`src/rtl/sp_instr_ram_loader_if.sv`:
```
// Bus bundle between the instruction RAM loader and its neighbours:
// the incoming boot/debug word stream and the single-port RAM wrapper port.
interface sp_instr_ram_loader_if #(
    parameter int ADDR_WIDTH = 15,
    parameter int DATA_WIDTH = 32
) ();
    // word stream (valid/ready)
    logic                    data_valid;
    logic [DATA_WIDTH-1:0]   data;
    logic                    data_ready;

    // single-port RAM wrapper port, read data one cycle after a read enable
    logic                    ram_en;
    logic [ADDR_WIDTH-1:0]   ram_addr;
    logic [DATA_WIDTH-1:0]   ram_wdata;
    logic                    ram_we;
    logic [DATA_WIDTH/8-1:0] ram_be;
    logic [DATA_WIDTH-1:0]   ram_rdata;

    // loader side
    modport master (
        input  data_valid, data, ram_rdata,
        output data_ready, ram_en, ram_addr, ram_wdata, ram_we, ram_be
    );

    // stream source / RAM wrapper side
    modport slave (
        output data_valid, data, ram_rdata,
        input  data_ready, ram_en, ram_addr, ram_wdata, ram_we, ram_be
    );
endinterface

```
`src/rtl/sp_instr_ram_loader.sv`:
```
// Instruction RAM loader: streams N words into the RAM from a base address,
// reads the region back and compares write/read sums, then pulses done.
// The core is held off for the whole load.
module sp_instr_ram_loader #(
    parameter int RAM_SIZE   = 32768,
    parameter int ADDR_WIDTH = $clog2(RAM_SIZE),
    parameter int DATA_WIDTH = 32
) (
    input  logic                  clk,
    input  logic                  rst_i,
    input  logic                  start_i,
    input  logic [ADDR_WIDTH-1:0] base_addr_i,
    input  logic [ADDR_WIDTH-2:0] num_words_i,
    sp_instr_ram_loader_if.master bus,
    output logic                  core_hold_o,
    output logic                  done_o,
    output logic                  error_o,
    output logic [DATA_WIDTH-1:0] checksum_o
);
    localparam logic [ADDR_WIDTH-2:0] MAX_WORDS = (ADDR_WIDTH-1)'(RAM_SIZE / 4);
    localparam logic [ADDR_WIDTH-2:0] ONE_W     = (ADDR_WIDTH-1)'(1);

    typedef enum logic [2:0] {IDLE, WRITE, VERIFY, DRAIN, DONE} state_t;

    state_t                  state_reg, state_next;
    logic [ADDR_WIDTH-1:0]   base_reg, base_next;
    logic [ADDR_WIDTH-2:0]   count_reg, count_next;
    logic [ADDR_WIDTH-2:0]   idx_reg, idx_next;
    logic [DATA_WIDTH-1:0]   wsum_reg, wsum_next;
    logic [DATA_WIDTH-1:0]   rsum_reg, rsum_next;
    logic                    rd_pending_reg, rd_pending_next;
    logic                    error_reg, error_next;
    logic [DATA_WIDTH-1:0]   checksum_reg, checksum_next;

    logic [ADDR_WIDTH-1:0]   cur_addr;
    logic [ADDR_WIDTH-2:0]   last_idx;
    logic [ADDR_WIDTH-2:0]   n_clamped;
    logic                    write_beat;

    // word index to byte address, wrapping modulo the address space
    assign cur_addr  = base_reg + ADDR_WIDTH'({idx_reg, 2'b00});
    assign last_idx  = count_reg - ONE_W;
    assign n_clamped = (num_words_i > MAX_WORDS) ? MAX_WORDS : num_words_i;

    // all byte lanes are written on a write beat, none on a read
    genvar gi;
    generate
        for (gi = 0; gi < DATA_WIDTH/8; gi++) begin : g_be
            assign bus.ram_be[gi] = write_beat;
        end
    endgenerate

    // state and datapath registers, synchronous reset aborts any run
    always_ff @(posedge clk) begin
        if (rst_i) begin
            state_reg      <= IDLE;
            base_reg       <= '0;
            count_reg      <= '0;
            idx_reg        <= '0;
            wsum_reg       <= '0;
            rsum_reg       <= '0;
            rd_pending_reg <= 1'b0;
            error_reg      <= 1'b0;
            checksum_reg   <= '0;
        end else begin
            state_reg      <= state_next;
            base_reg       <= base_next;
            count_reg      <= count_next;
            idx_reg        <= idx_next;
            wsum_reg       <= wsum_next;
            rsum_reg       <= rsum_next;
            rd_pending_reg <= rd_pending_next;
            error_reg      <= error_next;
            checksum_reg   <= checksum_next;
        end
    end

    // next-state logic and bus/status outputs
    always_comb begin
        state_next      = state_reg;
        base_next       = base_reg;
        count_next      = count_reg;
        idx_next        = idx_reg;
        wsum_next       = wsum_reg;
        // read data arrives one cycle after each read enable
        rsum_next       = rd_pending_reg ? (rsum_reg + bus.ram_rdata) : rsum_reg;
        rd_pending_next = 1'b0;
        error_next      = error_reg;
        checksum_next   = checksum_reg;
        bus.data_ready  = 1'b0;
        bus.ram_en      = 1'b0;
        bus.ram_we      = 1'b0;
        bus.ram_addr    = '0;
        bus.ram_wdata   = '0;
        write_beat      = 1'b0;
        core_hold_o     = 1'b1;
        done_o          = 1'b0;
        error_o         = error_reg;
        checksum_o      = checksum_reg;

        unique case (state_reg)
            IDLE: begin
                core_hold_o = 1'b0;
                if (start_i) begin
                    base_next     = base_addr_i & ~ADDR_WIDTH'(3);
                    count_next    = n_clamped;
                    idx_next      = '0;
                    wsum_next     = '0;
                    rsum_next     = '0;
                    error_next    = 1'b0;
                    checksum_next = '0;
                    state_next    = (n_clamped == '0) ? DONE : WRITE;
                end
            end
            WRITE: begin
                bus.data_ready = 1'b1;
                if (bus.data_valid) begin
                    bus.ram_en    = 1'b1;
                    bus.ram_we    = 1'b1;
                    write_beat    = 1'b1;
                    bus.ram_addr  = cur_addr;
                    bus.ram_wdata = bus.data;
                    wsum_next     = wsum_reg + bus.data;
                    if (idx_reg == last_idx) begin
                        idx_next   = '0;
                        state_next = VERIFY;
                    end else begin
                        idx_next = idx_reg + ONE_W;
                    end
                end
            end
            VERIFY: begin
                bus.ram_en      = 1'b1;
                bus.ram_addr    = cur_addr;
                rd_pending_next = 1'b1;
                if (idx_reg == last_idx) begin
                    idx_next   = '0;
                    state_next = DRAIN;
                end else begin
                    idx_next = idx_reg + ONE_W;
                end
            end
            DRAIN: begin
                state_next = DONE;
            end
            DONE: begin
                done_o        = 1'b1;
                error_o       = (wsum_reg != rsum_reg);
                checksum_o    = wsum_reg;
                error_next    = (wsum_reg != rsum_reg);
                checksum_next = wsum_reg;
                state_next    = IDLE;
            end
            default: begin
                state_next = IDLE;
            end
        endcase
    end
endmodule

```
`src/flat_wrapper.sv`:
```
// flat-port wrapper written by rule: the top's interface ports become plain ports
module sp_instr_ram_loader_flat 
#(
    parameter int RAM_SIZE   = 32768,
    parameter int ADDR_WIDTH = $clog2(RAM_SIZE),
    parameter int DATA_WIDTH = 32
)
  (clk, rst_i, start_i, base_addr_i, num_words_i, core_hold_o, done_o, error_o, checksum_o, bus_data_valid, bus_data, bus_ram_rdata, bus_data_ready, bus_ram_en, bus_ram_addr, bus_ram_wdata, bus_ram_we, bus_ram_be);
  sp_instr_ram_loader_if #(.ADDR_WIDTH(ADDR_WIDTH), .DATA_WIDTH(DATA_WIDTH)) bus_i ();
  input  logic clk;
  input  logic rst_i;
  input  logic start_i;
  input  logic [ADDR_WIDTH-1:0] base_addr_i;
  input  logic [ADDR_WIDTH-2:0] num_words_i;
  output logic core_hold_o;
  output logic done_o;
  output logic error_o;
  output logic [DATA_WIDTH-1:0] checksum_o;
  input wire logic [$bits(bus_i.data_valid)-1:0] bus_data_valid;
  input wire logic [$bits(bus_i.data)-1:0] bus_data;
  input wire logic [$bits(bus_i.ram_rdata)-1:0] bus_ram_rdata;
  output wire logic [$bits(bus_i.data_ready)-1:0] bus_data_ready;
  output wire logic [$bits(bus_i.ram_en)-1:0] bus_ram_en;
  output wire logic [$bits(bus_i.ram_addr)-1:0] bus_ram_addr;
  output wire logic [$bits(bus_i.ram_wdata)-1:0] bus_ram_wdata;
  output wire logic [$bits(bus_i.ram_we)-1:0] bus_ram_we;
  output wire logic [$bits(bus_i.ram_be)-1:0] bus_ram_be;
  assign bus_i.data_valid = bus_data_valid;
  assign bus_i.data = bus_data;
  assign bus_i.ram_rdata = bus_ram_rdata;
  assign bus_data_ready = bus_i.data_ready;
  assign bus_ram_en = bus_i.ram_en;
  assign bus_ram_addr = bus_i.ram_addr;
  assign bus_ram_wdata = bus_i.ram_wdata;
  assign bus_ram_we = bus_i.ram_we;
  assign bus_ram_be = bus_i.ram_be;
  sp_instr_ram_loader #(.RAM_SIZE(RAM_SIZE), .ADDR_WIDTH(ADDR_WIDTH), .DATA_WIDTH(DATA_WIDTH)) u_core (.clk(clk), .rst_i(rst_i), .start_i(start_i), .base_addr_i(base_addr_i), .num_words_i(num_words_i), .bus(bus_i), .core_hold_o(core_hold_o), .done_o(done_o), .error_o(error_o), .checksum_o(checksum_o));
endmodule
```
`config.mk`:
```
export PLATFORM = sky130hd
export DESIGN_NAME = sp_instr_ram_loader_flat
export DESIGN_NICKNAME = d
export VERILOG_FILES = /design/src/rtl/sp_instr_ram_loader_if.sv /design/src/rtl/sp_instr_ram_loader.sv /design/src/flat_wrapper.sv
export SDC_FILE = /design/constraint.sdc
export NUM_CORES = 1
export LEC_CHECK = 0
export BUFFER_PORTS_ARGS = -buffer_cell sky130_fd_sc_hd__buf_2
export CELL_PAD_IN_SITES_DETAIL_PLACEMENT = 0
export CELL_PAD_IN_SITES_GLOBAL_PLACEMENT = 1
export CORE_MARGIN = 3
export CORE_UTILIZATION = 35
export CTS_BUF_LIST = sky130_fd_sc_hd__clkbuf_16
export DETAILED_ROUTE_END_ITERATION = 7
export GPL_TIMING_DRIVEN = 0
export HOLD_SLACK_MARGIN = 0.1
export PLACE_DENSITY = 0.78
export SLEW_MARGIN = 0
export SYNTH_ARGS = -nofsm -noshare
export SYNTH_HDL_FRONTEND = slang
export SYNTH_SLANG_ARGS = --single-unit
```
`constraint.sdc`:
```
create_clock -name clk -period 3.2 [get_ports clk]
set_input_delay 0.64 -clock clk [delete_from_list [all_inputs] [get_ports clk]]
set_output_delay 0.64 -clock clk [all_outputs]
set_load 0.02 [all_outputs]
```
==> Yosys cells after proc, flatten, opt, wreduce, memory -nomap -nowiden <==
Index checks and enable logic that the tools add are counted.
{ "totals": {"reg_bits": 142, "inputBits": 97, "out_inout_bits": 89} }
{ "op_classes": {"addsub": 5, "order_cmp": 1, "eq_ne": 10, "muxes": 33, "n_reduce_logical": 10} }
{ "ops": {"columns": ["cell", "count"], "rows": [
  ["$mux W32", 8],
  ["$pmux W32 S2", 2],
  ["$add A32 B32 Y32", 2],
  ["$mux W14", 4],
  ["$pmux W14 S3", 1],
  ["$ne A32 B32 Y1", 1],
  ["$pmux W15 S2", 1],
  ["$add A15 B15 Y15", 1],
  ["$mux W15", 1],
  ["$mux W3", 5],
  ["$add A14 B1 Y14 const B", 1],
  ["$eq A14 B14 Y1", 1],
  ["$gt A14 B14 Y1 const B", 1],
  ["$logic_not A14 Y1", 1],
  ["$sub A14 B1 Y14 const B", 1],
  ["$pmux W3 S4", 1],
  ["$mux W1", 8],
  ["$eq A3 B2 Y1 const B", 2],
  ["$reduce_and A3 Y1", 2],
  ["$ne A2 B1 Y1 const B", 2],
  ["$ne A2 B2 Y1 const B", 2],
  ["$pmux W1 S2", 2],
  ["$reduce_and A2 Y1", 2],
  ["$reduce_and A4 Y1", 1],
  ["other kinds (5)", 6]
]} }

==> Logic depth before layout (Yosys ltp) <==
Gate-level depths: netlist (run 1).
{ "logic_depth": {"depth_word": 6, "mapped_depth": 13} }

==> Worst setup path before layout (run 1) <==
Ideal clock, no wire load.
{ "synth_path": {"kind": "input to register", "from": "input port bus_ram_rdata[0]", "to": "register u_core.rsum_reg[28]", "setup_time_ps": 120, "arrival_ps": 3034, "slack_ps": 46, "cell_stages": 12, "path_buffers": 0, "cell_sequence": "ha_1 > fa_1 > a211oi_1 > o21ai_1 > a21oi_1 > a31o_1 > o221a_2 > o311a_1 > nor2_1 > a211oi_2 > xor2_1 > o21ai_1"} }
{ "synth_between": {"elab_chain_cells": 4} }
{ "synth_rtl": {"columns": ["item", "line_no", "rtl"], "rows": [
  ["start: declaration", "flat_wrapper.sv:21", "input wire logic [$bits(bus_i.ram_rdata)-1:0] bus_ram_rdata;"],
  ["$add A32 B32 Y32 *", "sp_instr_ram_loader.sv:86", "rsum_next = rd_pending_reg ? (rsum_reg + bus.ram_rdata) : rsum_reg;"],
  ["$mux W32 *", "sp_instr_ram_loader.sv:86", null],
  ["$mux W32", "sp_instr_ram_loader.sv:104", "if (start_i) begin"],
  ["$mux W32 *", "sp_instr_ram_loader.sv:101", "unique case (state_reg)"],
  ["end signal: assignment", "sp_instr_ram_loader.sv:71", "rsum_reg <= rsum_next;"],
  ["end: declaration", "sp_instr_ram_loader.sv:30", "logic [DATA_WIDTH-1:0] rsum_reg, rsum_next;"]
]} }
Mark *: on every way between the ends. The rest lies on a longest branch, timed or not.
A chain may end at the register's enable or synchronous reset.

==> Worst setup path after layout (run 1) <==
{ "layout_path": {"from": "register u_core.idx_reg[0]", "to": "output port bus_ram_addr[6]"} }
{ "layout_between": {"elab_chain_cells": 3} }
{ "layout_rtl": {"columns": ["item", "line_no", "rtl"], "rows": [
  ["start: declaration", "sp_instr_ram_loader.sv:28", "logic [ADDR_WIDTH-2:0] idx_reg, idx_next;"],
  ["start signal: assignment", "sp_instr_ram_loader.sv:69", "idx_reg <= idx_next;"],
  ["$add A15 B15 Y15 *", "sp_instr_ram_loader.sv:41", "assign cur_addr = base_reg + ADDR_WIDTH'({idx_reg, 2'b00});"],
  ["$mux W15", "sp_instr_ram_loader.sv:117", "if (bus.data_valid) begin"],
  ["$pmux W15 S2 *", "sp_instr_ram_loader.sv:101", null],
  ["end: declaration", "flat_wrapper.sv:24", "output wire logic [$bits(bus_i.ram_addr)-1:0] bus_ram_addr;"]
]} }
Marks and branches as above.

==> impl_results.md, run 1 <==
* ANT nets after route at 0
* Final Hold Fails at 0
* Placed Cells at 1738
* Critical Path AT at roughly 2.8 ns
* Maximum vdd drop at roughly 370 uV
* Total power at between 0.004 and 0.005 W
* Worst hold path startpoint: base_addr_i[2]
* Post-synth top area share at 28.7%
* Multi-input gate area at roughly 7000 um^2
* Yosys warns at 0
* Number of synthesized flops with an enable pin at 0
* Hold_ws at 0.443 ns
* Setup Crit Path Kind: flop to primary output
* Gpl congestion at slightly below 0.9
* Hold EP: u_core.base_reg[2]
* Post-layout min period at 3.42 ns
* Max Freq at 292 MHz
* Status: complete, but fails checks
* IO Pins at about 190
* FF/Latch Area at around 2900 um^2
* Final wirelength at 30200 um
* Via count at 9299
* Data required time of the worst path at 2.56 ns
* First-pass DRT Iterations at 4
* Ys flop type: dfxtp_1
* Clock latency on the worst-skew pair at between 0.4 and 0.5 ns
* Depth of the CTS H-tree at 4
* CTS Buf Count at 17
* Ys async rst share at 0%
* Clock tree from TritonCTS: done
* Sink Count at 142
* Register area share after synthesis at 28.7%
* Initial DRC Count at 568
* Area growth from synthesis to layout at 23.5%
* Ratio of cells with drive above 1 in the final layout at 23.7%
* HP Class: primary input to flop
* Critical Path Sink Type: primary output
* Initial core utilization at between 30 and 40%
* Post-synth top cells: 142 x dfxtp_1, 118 x nor2_1, 95 x nand2_1
* Syn avg cell area at between 8 and 9 um^2
* Reg2reg end: u_core.rsum_reg[28]
* Cts hold-fix bufs at 0
* Synth Instances at between 1000 and 1500
* Pre-CTS setup slack at -0.490 ns
* Post-Syn Area at 9900 um^2
* Cell family with most CP delay: buffers and inverters
* CP most frequent cell: buf_4
* Hold Path Depth at 3
* Slew Limit Fails at 0
* Worst r2r path cells at 12
* Final setup fails at 5
* Type of origin of the critical path: flop
* GRT overflow at 0
* Initial antenna violation count at 2
* Failing checks: negative setup slack
* Worst slew margin at 35.9%
* Critical path's slowest cell: dfxtp_4
* Layout Nets at 1587
* Hpwl dp at 23600 um
* P_leak at 5.57 nW
* MaxCap Viol Count at 0
* Via/cell ratio at 5.17
* Core area at around 27000 um^2
* Port bufs at 181
* Most frequent cell after synthesis: dfxtp_1
* Vias in the first global route at 8761
* Die height at 174 um
* Die Area at 30300 um^2
* Setup ws final at -0.222 ns
* Worst stage delay on the critical path at 0.36 ns
* Final period util at 107%
* R2r setup slk at 0.18 ns
* Root buf cell: clkbuf_16
* CP bufs+invs at 9
* Worst path cell trace: ha_4 > inv_2 > fa_2 > nor2b_4 > o21ai_2 > a21boi_2 > buf_4 > buf_4 > buf_4 > buf_4 > buf_4 > buf_4 > buf_4 > nor3_1 > buf_2
* Largest net degree at the start of global routing at 17
* Chip width at 174 um
* Flops & latches, synth at approximately 140
* DRC Markers at 0
* Core Rows at 60
* Yosys cell types at 74
* Filler cells at 2774
* Wire length per cell at about 17 um
* Global-route wire length before repair at 46900 um
* Ranking of synthesized cells by area: dfxtp_1 29%, ha_1 9.6%, xnor2_1 7.3%
* Fin util at between 40 and 50%
* Crit Path Max Fanout at 2
* Total GRT Usage at 19.3%
* Area leader, netlist: dfxtp_1
* Unrepaired setup endpoints after global routing: true
* Power per cell area at 384 nW/um^2
* Worst Tran Pin Value at about 0.96 ns
* R2R Path Start: u_core.rsum_reg[0]
* Max Clock Skew at 0.0122 ns
* Final non-filler cell total at roughly 1800
* Clock slew at reported path FFs at 0.07 ns
* Clock Tree Buf Depth at 2
==> worst max-delay path by stage <==
stage	startpoint	end	slack, ns	cells after the start
2_1_floorplan	bus_ram_rdata[0]	u_core.rsum_reg[28]	0.05	12
3_3_place_gp	bus_ram_rdata[0]	u_core.rsum_reg[28]	-0.52	13
3_5_place_dp	bus_ram_rdata[0]	u_core.rsum_reg[28]	-0.49	13
4_1_cts	u_core.idx_reg[0]	bus_ram_addr[14]	-0.20	14
5_1_grt	u_core.idx_reg[0]	bus_ram_addr[14]	-0.37	14
6_report	u_core.idx_reg[0]	bus_ram_addr[6]	-0.22	15
==> worst register-to-register path: stages (launching register included) <==
cell	delay (ns)
dfxtp_1	0.34
ha_1	0.25
fa_1	0.47
a211oi_2	0.24
o21ai_1	0.13
a21oi_2	0.22
a31o_1	0.21
o221a_2	0.26
o311a_1	0.22
nor2_1	0.09
a211oi_2	0.23
xor2_1	0.16
o21ai_1	0.08
==> area by class of cell <==
cell class,count,area share [%]
multi-input cells,971,56.5
flip-flops and latches,142,23.3
repair buffers,208,9.13
well taps,372,3.81
clock buffers,17,3.48
plain buffers,49,1.76
clock inverters,15,1.33
inverters,22,0.675
diodes,2,0.0409
==> power breakdown <==
| group | internal [W] | leakage, nW | switching [W] |
|---|---|---|---|
| clock network | 0.00116 | 0.282 | 0.000869 |
| registers | 0.00181 | 1.15 | 0.0000474 |
| logic | 0.000325 | 4.14 | 0.000490 |
==> cell families (layout without fill, tap and decap cells) <==
group,count (synthesis),after routing,share of synthesized area (%)
mux,59,59,6.38
buf+inv,72,311,2.98
other cells,1,4,0.0379
fa+ha+maj,79,79,10.2
simple gates,414,414,20.8
compound gates,293,293,19.9
flops,142,142,28.7
xor+xnor,124,124,11.0
==> metal layers <==
layer	global-route usage (%)	wire, um	vias to the layer above
met5	0	0	-
li1	-	-	4696
met1	27.6	14900	4316
met4	5.83	607	0
met2	29.3	13000	254
met3	4.04	1710	33
==> cell usage in the layout, fill, tap and decap left out, drive strengths merged, types with 44 or more instances in the layout <==
master / synthesis / layout
buf: 10 / 218
xnor2: 83 / 83
a21o: 44 / 44
o21ai: 54 / 54
nor2: 118 / 118
clkbuf: 40 / 56
ha: 76 / 76
and2: 70 / 70
a21oi: 83 / 83
nand2: 95 / 95
dfxtp: 142 / 142
==> through the flow <==
stage          cell area, um^2  setup TNS (ns)
6_report                 12200          -0.856
5_1_grt                  12200           -1.80
4_1_cts                  12100          -0.624
3_5_place_dp             11300           -3.51
3_3_place_gp             11300           -4.39
2_1_floorplan             9900               0
==> repair_timing <==
action                     in CTS  in global routing
setup buffers                  21                  6
setup endpoints to repair      48                 14
pin swaps                      16                  7
gates resized for setup        36                 11
No activity file was read; power rests on OpenSTA's default activity.
==> run 2: changes to the inputs <==
--- a/config.mk
+++ b/config.mk
@@ -5,6 +5,7 @@
 export SDC_FILE = /design/constraint.sdc
 export NUM_CORES = 1
 export LEC_CHECK = 0
+export ABC_AREA = 1
 export BUFFER_PORTS_ARGS = -buffer_cell sky130_fd_sc_hd__buf_2
 export CELL_PAD_IN_SITES_DETAIL_PLACEMENT = 0
 export CELL_PAD_IN_SITES_GLOBAL_PLACEMENT = 1
@@ -14,7 +15,7 @@
 export DETAILED_ROUTE_END_ITERATION = 7
 export GPL_TIMING_DRIVEN = 0
 export HOLD_SLACK_MARGIN = 0.1
-export PLACE_DENSITY = 0.78
+export PLACE_DENSITY = 0.81
 export SLEW_MARGIN = 0
 export SYNTH_ARGS = -nofsm -noshare
 export SYNTH_HDL_FRONTEND = slang
==> run 2 against run 1 <==
Compared with the run above:
- the flow now finishes without violations
- synthesized cell count increased by 56%
- final cell count increased by 39%
- worst hold slack got worse by 0.013 ns
- die area increased by 15%
- sequential power increased by 3%
- critical path type unchanged
- largest cell class unchanged
- largest power group unchanged
==> impl_results.md, run 2 <==
* Status: finished, final reports clean
* Most frequent cell after synthesis: nand2_1
* Vias in the first global route at 12000 (+37%)
* MaxCap Viol Count at 0 (unchanged)
* Layout Nets at 2229 (+40%)
* Global-route wire length before repair at 63200 um (+35%)
* CTS Buf Count at 17 (unchanged)
* GRT overflow at 0 (unchanged)
* Final Hold Fails at 0 (unchanged)
* Ys async rst share at 0% (unchanged)
* Post-synth top cells: 556 x nand2_1, 201 x nor2_1, 181 x a21oi_1
* Via count at 12700 (+36%)
* XOR/XNOR Fraction of Synth Area at 3.90% (-7.1 points)
* HP Class: primary input to flop
* Commonest non-fill, non-tap cell in the layout: nand2_1
* Initial core utilization at 35.9% (-0.22 points)
* Final period util at 95.0% (-12 points)
* Max Clock Skew at 0.00697 ns (-0.00521 ns)
* Final setup fails at 0 (-5)
* Fin util at 42.6% (-2.1 points)
* Die height at 187 um (+7.3%)
* Ys flop type: dfxtp_1
* Maximum vdd drop at 356 uV (-3.7%)
* Max Freq at 329 MHz (+13%)
* Synthesized-area fraction occupied by adder cells at 8.83% (-1.4 points)
* Post-Syn Area at 11400 um^2 (+16%)
* Register area share after synthesis at 24.8% (-3.9 points)
* Antenna cells at 0 (-2)
* Setup Crit Path Kind: flop to primary output
* Flops & latches, synth at 142 (unchanged)
* Worst slew margin at 46.9% (+11 points)
* Port bufs at 179 (-1.1%)
* Pre-CTS setup slack at -0.0646 ns (+0.425 ns)
* Unrepaired setup endpoints after global routing: false
* IO Pins at 186 (unchanged)
* Worst Tran Pin Value at 0.797 ns (-0.161 ns)
* Worst path cell trace: ha_1 > inv_1 > fa_1 > o31ai_4 > nand4_1 > nand3_1 > o21ai_0 > a21oi_1 > buf_2
* Mux contribution to synthesized area at 0% (-6.4 points)
* Data required time of the worst path at 2.56 ns (about the same)
* Depth of the CTS H-tree at 4 (unchanged)
* Yosys warns at 0 (unchanged)
* Type of origin of the critical path: flop
* Ratio of cells with drive above 1 in the final layout at 15.3% (-8.4 points)
* Critical Path AT at 2.40 ns (-0.38 ns)
* First-pass DRT Iterations at 8 (+4)
* Ranking of synthesized cells by area: dfxtp_1 25%, nand2_1 18%, ha_1 8.3%
* Filler cells at 3496 (+26%)
* Hpwl dp at 32800 um (+39%)
* Setup ws final at 0.160 ns (+0.382 ns)
* Clock latency on the worst-skew pair at 0.43 ns (about the same)
* Crit Path Max Fanout at 5 (+3)
* Post-layout min period at 3.04 ns (-0.382 ns)
* Initial antenna violation count at 0 (-2)
* Final wirelength at 40100 um (+33%)
* Total power at 0.00545 W (+16%)
* Number of synthesized flops with an enable pin at 0 (unchanged)
* Hold_ws at 0.430 ns (-0.0130 ns)
* Critical path's slowest cell: fa_1
* Clock tree from TritonCTS: done
* Yosys cell types at 53 (-28%)
* Area growth from synthesis to layout at 18.5%
* Synth Instances at 1851 (+56%)
* Post-synth top area share at 24.8% (-3.9 points)
* Gpl congestion at 0.929 (+6.3%)
* Largest net degree at the start of global routing at 17 (unchanged)
* Area leader, netlist: dfxtp_1
* Wire length per cell at 16.0 um (-4.5%)
* Die Area at 34900 um^2 (+15%)
* Clock Tree Buf Depth at 2 (unchanged)
* Placed Cells at 2466 (+42%)
* Syn avg cell area at 6.19 um^2 (-26%)
* Compound-cell area share of the yosys netlist at 15.1% (-4.8 points)
* Root buf cell: clkbuf_16
* Power per cell area at 402 nW/um^2 (+4.5%)
* Most frequent cells in the layout: 556 x nand2_1, 200 x nor2_1, 187 x buf_2
* Critical Path Sink Type: primary output
* Via/cell ratio at 5.06 (-2.1%)
* Chip width at 187 um (+7.3%)
* Post-Synth Simple-Gate Area at 39.0% (+18 points)
* Worst stage delay on the critical path at 0.45 ns (+0.09 ns)
* Slew Limit Fails at 0 (unchanged)
* Final non-filler cell total at 2500 (+39%)
* Clock slew at reported path FFs at 0.06 ns (about the same)
* Initial DRC Count at 863 (+52%)
* Core area at 31900 um^2 (+16%)
* ANT nets after route at 0 (unchanged)
* Core Rows at 65 (+8.3%)
* Sink Count at 142 (unchanged)
* DRC Markers at 0 (unchanged)
* Total GRT Usage at 22.5% (+3.1 points)
* Cts hold-fix bufs at 0 (unchanged)
* P_leak at 6.70 nW (+20%)
* Main combinational cell family by area after synthesis: simple AND/OR/NAND/NOR gates
[run 2: cell types whose count changed after synthesis, sizes merged, moves of 68 or more]
cell and change:
a21oi +99, and2 -68, inv +161, nand2 +473
nand3 +118, nor2 +110
[run 2: what timing repair did]
item / 4_1_cts / 5_1_grt
gates resized for setup: 4 / 6
pin swaps: 0 / 2
setup buffers: 0 / 3
endpoints found under the setup margin: 9 / 10
[run 2: worst max-delay path, delay by kind of cell (launching register included)]
kind / cells / cell delay, ns
buffers and inverters: 2 / 0.23
adder cells (fa/ha/maj): 2 / 0.63
flip-flops: 1 / 0.38
AND/OR/NAND/NOR: 2 / 0.24
AO/OA/AOI/OAI: 3 / 0.47
[run 2: cells by family (layout without fill, tap and decap cells)]
family,count (synthesis),count (layout)
AO/OA/AOI/OAI,315,315
XOR/XNOR,51,51
adder cells (fa/ha/maj),79,79
buffers and inverters,240,453
flip-flops,142,142
other,1,2
AND/OR/NAND/NOR,1023,1023
[run 2: per-layer routing]
| layer | GRT usage, % | share of wire (%) |
|---|---|---|
| met4 | 7.30 | 2.6 |
| met3 | 3.49 | 5.5 |
| met2 | 37.5 | 46 |
| met5 | 0 | 0 |
| met1 | 29.8 | 46 |
[run 2: per-stage QoR]
step	area (um^2)	TNS, ns
global route	13600	0
finish	13600	0
detailed placement	12900	-0.250
global placement	12900	-0.299
CTS	13500	0
floorplan	11500	0
[run 2: where the power goes]
group          leakage [nW]  internal (W)  total [W]  switching, W
registers              1.15       0.00183    0.00191     0.0000801
clock network         0.297       0.00137    0.00219      0.000822
logic                  5.25      0.000446    0.00135      0.000908
total                  6.70       0.00364    0.00545       0.00181
[run 2: cell type report]
| type | count | area (um^2) | share of cell area, % |
|---|---|---|---|
| Sequential cell | 142 | 2850 | 21.0 |
| Inverter | 187 | 711 | 5.24 |
| Multi-Input combinational cell | 1470 | 7680 | 56.6 |
| Tap cell | 435 | 544 | 4.01 |
| Buffer | 53 | 241 | 1.78 |
| Timing Repair Buffer | 182 | 918 | 6.77 |
| Clock inverter | 14 | 199 | 1.47 |
| Clock buffer | 17 | 425 | 3.14 |
[run 2: path summary, 6_finish.rpt]
check | startpoint | end | slack [ns] | cells past startpoint
setup / recovery | u_core.idx_reg[0] | bus_ram_addr[14] | 0.16 | 9
hold / removal | base_addr_i[7] | u_core.base_reg[7] | 0.43 | 3
setup reg to reg | u_core.wsum_reg[0] | u_core.wsum_reg[28] | 0.77 | 15
hold reg to reg | u_core.base_reg[11] | u_core.base_reg[11] | 0.45 | 2
==> run 3: changes to the inputs <==
--- a/config.mk
+++ b/config.mk
@@ -7,15 +7,13 @@
 export LEC_CHECK = 0
 export ABC_AREA = 1
 export BUFFER_PORTS_ARGS = -buffer_cell sky130_fd_sc_hd__buf_2
-export CELL_PAD_IN_SITES_DETAIL_PLACEMENT = 0
-export CELL_PAD_IN_SITES_GLOBAL_PLACEMENT = 1
 export CORE_MARGIN = 3
 export CORE_UTILIZATION = 35
 export CTS_BUF_LIST = sky130_fd_sc_hd__clkbuf_16
 export DETAILED_ROUTE_END_ITERATION = 7
 export GPL_TIMING_DRIVEN = 0
 export HOLD_SLACK_MARGIN = 0.1
-export PLACE_DENSITY = 0.81
+export PLACE_DENSITY = 0.62
 export SLEW_MARGIN = 0
 export SYNTH_ARGS = -nofsm -noshare
 export SYNTH_HDL_FRONTEND = slang
==> run 3 against run 2 <==
Compared with the run above:
- clock power about the same
- maximum frequency increased by 2.7%
- first-iteration DRC count decreased by 0.58%
- cell area increased by 0.13%
- critical path depth unchanged
- sequential power about the same
- via count about the same
- non-clock buffer count decreased by 1
- combinational power about the same
- critical endpoint unchanged
- largest cell class unchanged
==> impl_results.md, run 3 (synthesis gave the netlist of run 2 again) <==
* Status: finished, final reports clean
* Combinational Power Share at 24.7% (about the same)
* P_leak at 6.71 nW (+0.13%)
* Worst path cell trace: ha_1 > inv_1 > fa_2 > o31ai_4 > nand4_1 > nand3_1 > o21ai_0 > a21oi_1 > buf_2
* WL met3 at 2470 um (+12%)
* Area growth from synthesis to layout at 18.6%
* Most frequent cells in the layout: 556 x nand2_1, 200 x nor2_1, 188 x buf_2
* Commonest non-fill, non-tap cell in the layout: nand2_1
* Wire length per cell at 16.0 um (-0.32%)
* Via/cell ratio at 5.06 (about the same)
* Net Switching at 0.00183 W (+0.82%)
* Ratio of cells with drive above 1 in the final layout at 15.4% (+0.19 points)
* Clock power frac at 40.5% (+0.3 points)
* MaxCap Viol Count at 0 (unchanged)
* Maximum vdd drop at 388 uV (+8.9%)
* FF/Latch Area at 2850 um^2 (unchanged)
* Post-layout min period at 2.96 ns (-0.0811 ns)
* Core Rows at 65 (unchanged)
* HP Class: primary input to flop
* Initial DRC Count at 858 (-0.58%)
* Multi-input gate area at 7680 um^2 (about the same)
* Gpl congestion at 0.969 (+4.3%)
* Cts hold-fix bufs at 0 (unchanged)
* Port bufs at 179 (unchanged)
* IO Pins at 186 (unchanged)
* Crit Path Max Fanout at 5 (unchanged)
* Final setup fails at 0 (unchanged)
* Max Clock Skew at 0.00964 ns (+0.00266 ns)
* Clock slew at reported path FFs at 0.06 ns (about the same)
* Layout Nets at 2228 (-0.045%)
* Die Area at 34900 um^2 (unchanged)
* Core area at 31900 um^2 (unchanged)
* Vias in the first global route at 11600 (-3.1%)
* Final wirelength at 40000 um (-0.32%)
* Clock tree from TritonCTS: done
* Switching part of the total at 33.3% (+0.073 points)
* Worst stage delay on the critical path at 0.39 ns (-0.06 ns)
* Max Freq at 338 MHz (+2.7%)
* Antenna cells at 0 (unchanged)
* Setup ws final at 0.241 ns (+0.0811 ns)
* M1 wire length at 18300 um (+0.32%)
* Root buf cell: clkbuf_16
* Clock latency on the worst-skew pair at 0.44 ns (about the same)
* Power per cell area at 403 nW/um^2 (+0.47%)
* Hpwl dp at 32600 um (-0.79%)
* Sequential power share at 34.8% (-0.2 points)
* Fin util at 42.6% (+0.055 points)
* GRT overflow at 0 (unchanged)
* First-pass DRT Iterations at 6 (-2)
* Slew Limit Fails at 0 (unchanged)
* DRC Markers at 0 (unchanged)
* Clock Tree Buf Depth at 2 (unchanged)
* Int Power at 0.00366 W (+0.49%)
* Data required time of the worst path at 2.56 ns (about the same)
* Initial antenna violation count at 0 (unchanged)
* Global-route wire length before repair at 62000 um (-1.9%)
* Initial core utilization at 35.9% (unchanged)
* Largest net degree at the start of global routing at 17 (unchanged)
* Max Used Layer: met4
* Via count at 12700 (+0.063%)
* Depth of the CTS H-tree at 4 (unchanged)
* Final Hold Fails at 0 (unchanged)
* Die height at 187 um (unchanged)
* Worst Tran Pin Value at 0.740 ns (-0.0572 ns)
* ANT nets after route at 0 (unchanged)
* Filler cells at 3487 (-0.26%)
* DR WL met2 at 18000 um (-3.1%)
* Setup Crit Path Kind: flop to primary output
* Chip width at 187 um (unchanged)
* Final period util at 92.5% (-2.5 points)
* Sink Count at 142 (unchanged)
* Critical Path AT at 2.32 ns (-0.08 ns)
* Critical path's slowest cell: fa_2
* Type of origin of the critical path: flop
* Total GRT Usage at 22.1% (-0.37 points)
* CTS Buf Count at 17 (unchanged)
* Worst slew margin at 50.7% (+3.8 points)
* Pre-CTS setup slack at -0.0392 ns (+0.0253 ns)
* Unrepaired setup endpoints after global routing: false
* Total power at 0.00548 W (+0.60%)
* Critical Path Sink Type: primary output
[run 3: path summary, 6_finish.rpt]
check / slack [ns] / end / start / depth (start not counted)
worst min register to register: 0.45 / u_core.base_reg[9] / u_core.base_reg[9] / 2
worst min-delay path: 0.43 / u_core.base_reg[12] / base_addr_i[12] / 3
worst max-delay path: 0.24 / bus_ram_addr[14] / u_core.idx_reg[0] / 9
worst max register to register: 0.83 / u_core.wsum_reg[28] / u_core.wsum_reg[0] / 15
[run 3: worst max-delay path: cells and delay by family (launching register included)]
kind	cells	cell delay [ns]
and+or+nand+nor	2	0.25
buffers and inverters	2	0.23
AOI/OAI and AO/OA	3	0.45
DFF	1	0.37
adders and majority gates	2	0.58
[run 3: layout make-up]
class | count | share of cell area, %
Tap cell | 435 | 4.01
Multi-Input combinational cell | 1470 | 56.6
Timing Repair Buffer | 181 | 6.71
Inverter | 187 | 5.23
Sequential cell | 142 | 21.0
Clock inverter | 15 | 1.61
Buffer | 53 | 1.78
Clock buffer | 17 | 3.13
[run 3: repair_timing]
item | 4_1_cts | 5_1_grt
gates resized for setup | 3 | 10
endpoints found under the setup margin | 7 | 7
buffers inserted | 0 | 2
pin swaps | 0 | 3
[run 3: metrics by stage]
stage | setup TNS (ns) | cell area, um^2 | hold slack (ns) | instances
after floorplan | 0 | 11500 | 0.423 | 1852
after global placement | -0.195 | 12900 | 0.436 | 2466
after detailed placement | -0.142 | 12900 | 0.441 | 2466
after CTS | 0 | 13600 | 0.416 | 2498
after global routing | 0 | 13600 | 0.432 | 2500
final | 0 | 13600 | 0.428 | 2500
[run 3: power groups by stage]
stage | Sequential [W] | Clock [W] | Combinational, W
finish | 0.00191 | 0.00222 | 0.00135
detailed placement | 0.00195 | 0 | 0.00133
global placement | 0.00195 | 0 | 0.00132
CTS | 0.00191 | 0.00225 | 0.00134
global route | 0.00191 | 0.00232 | 0.00151
floorplan | 0.00191 | 0 | 0.000946
[run 3: layer usage]
metal  GRT usage (%)  vias to the layer above
met3            4.05                       54
met2            35.9                      382
met5               0                        -
met1            29.7                     5752
li1                -                     6473
met4            7.24                        0
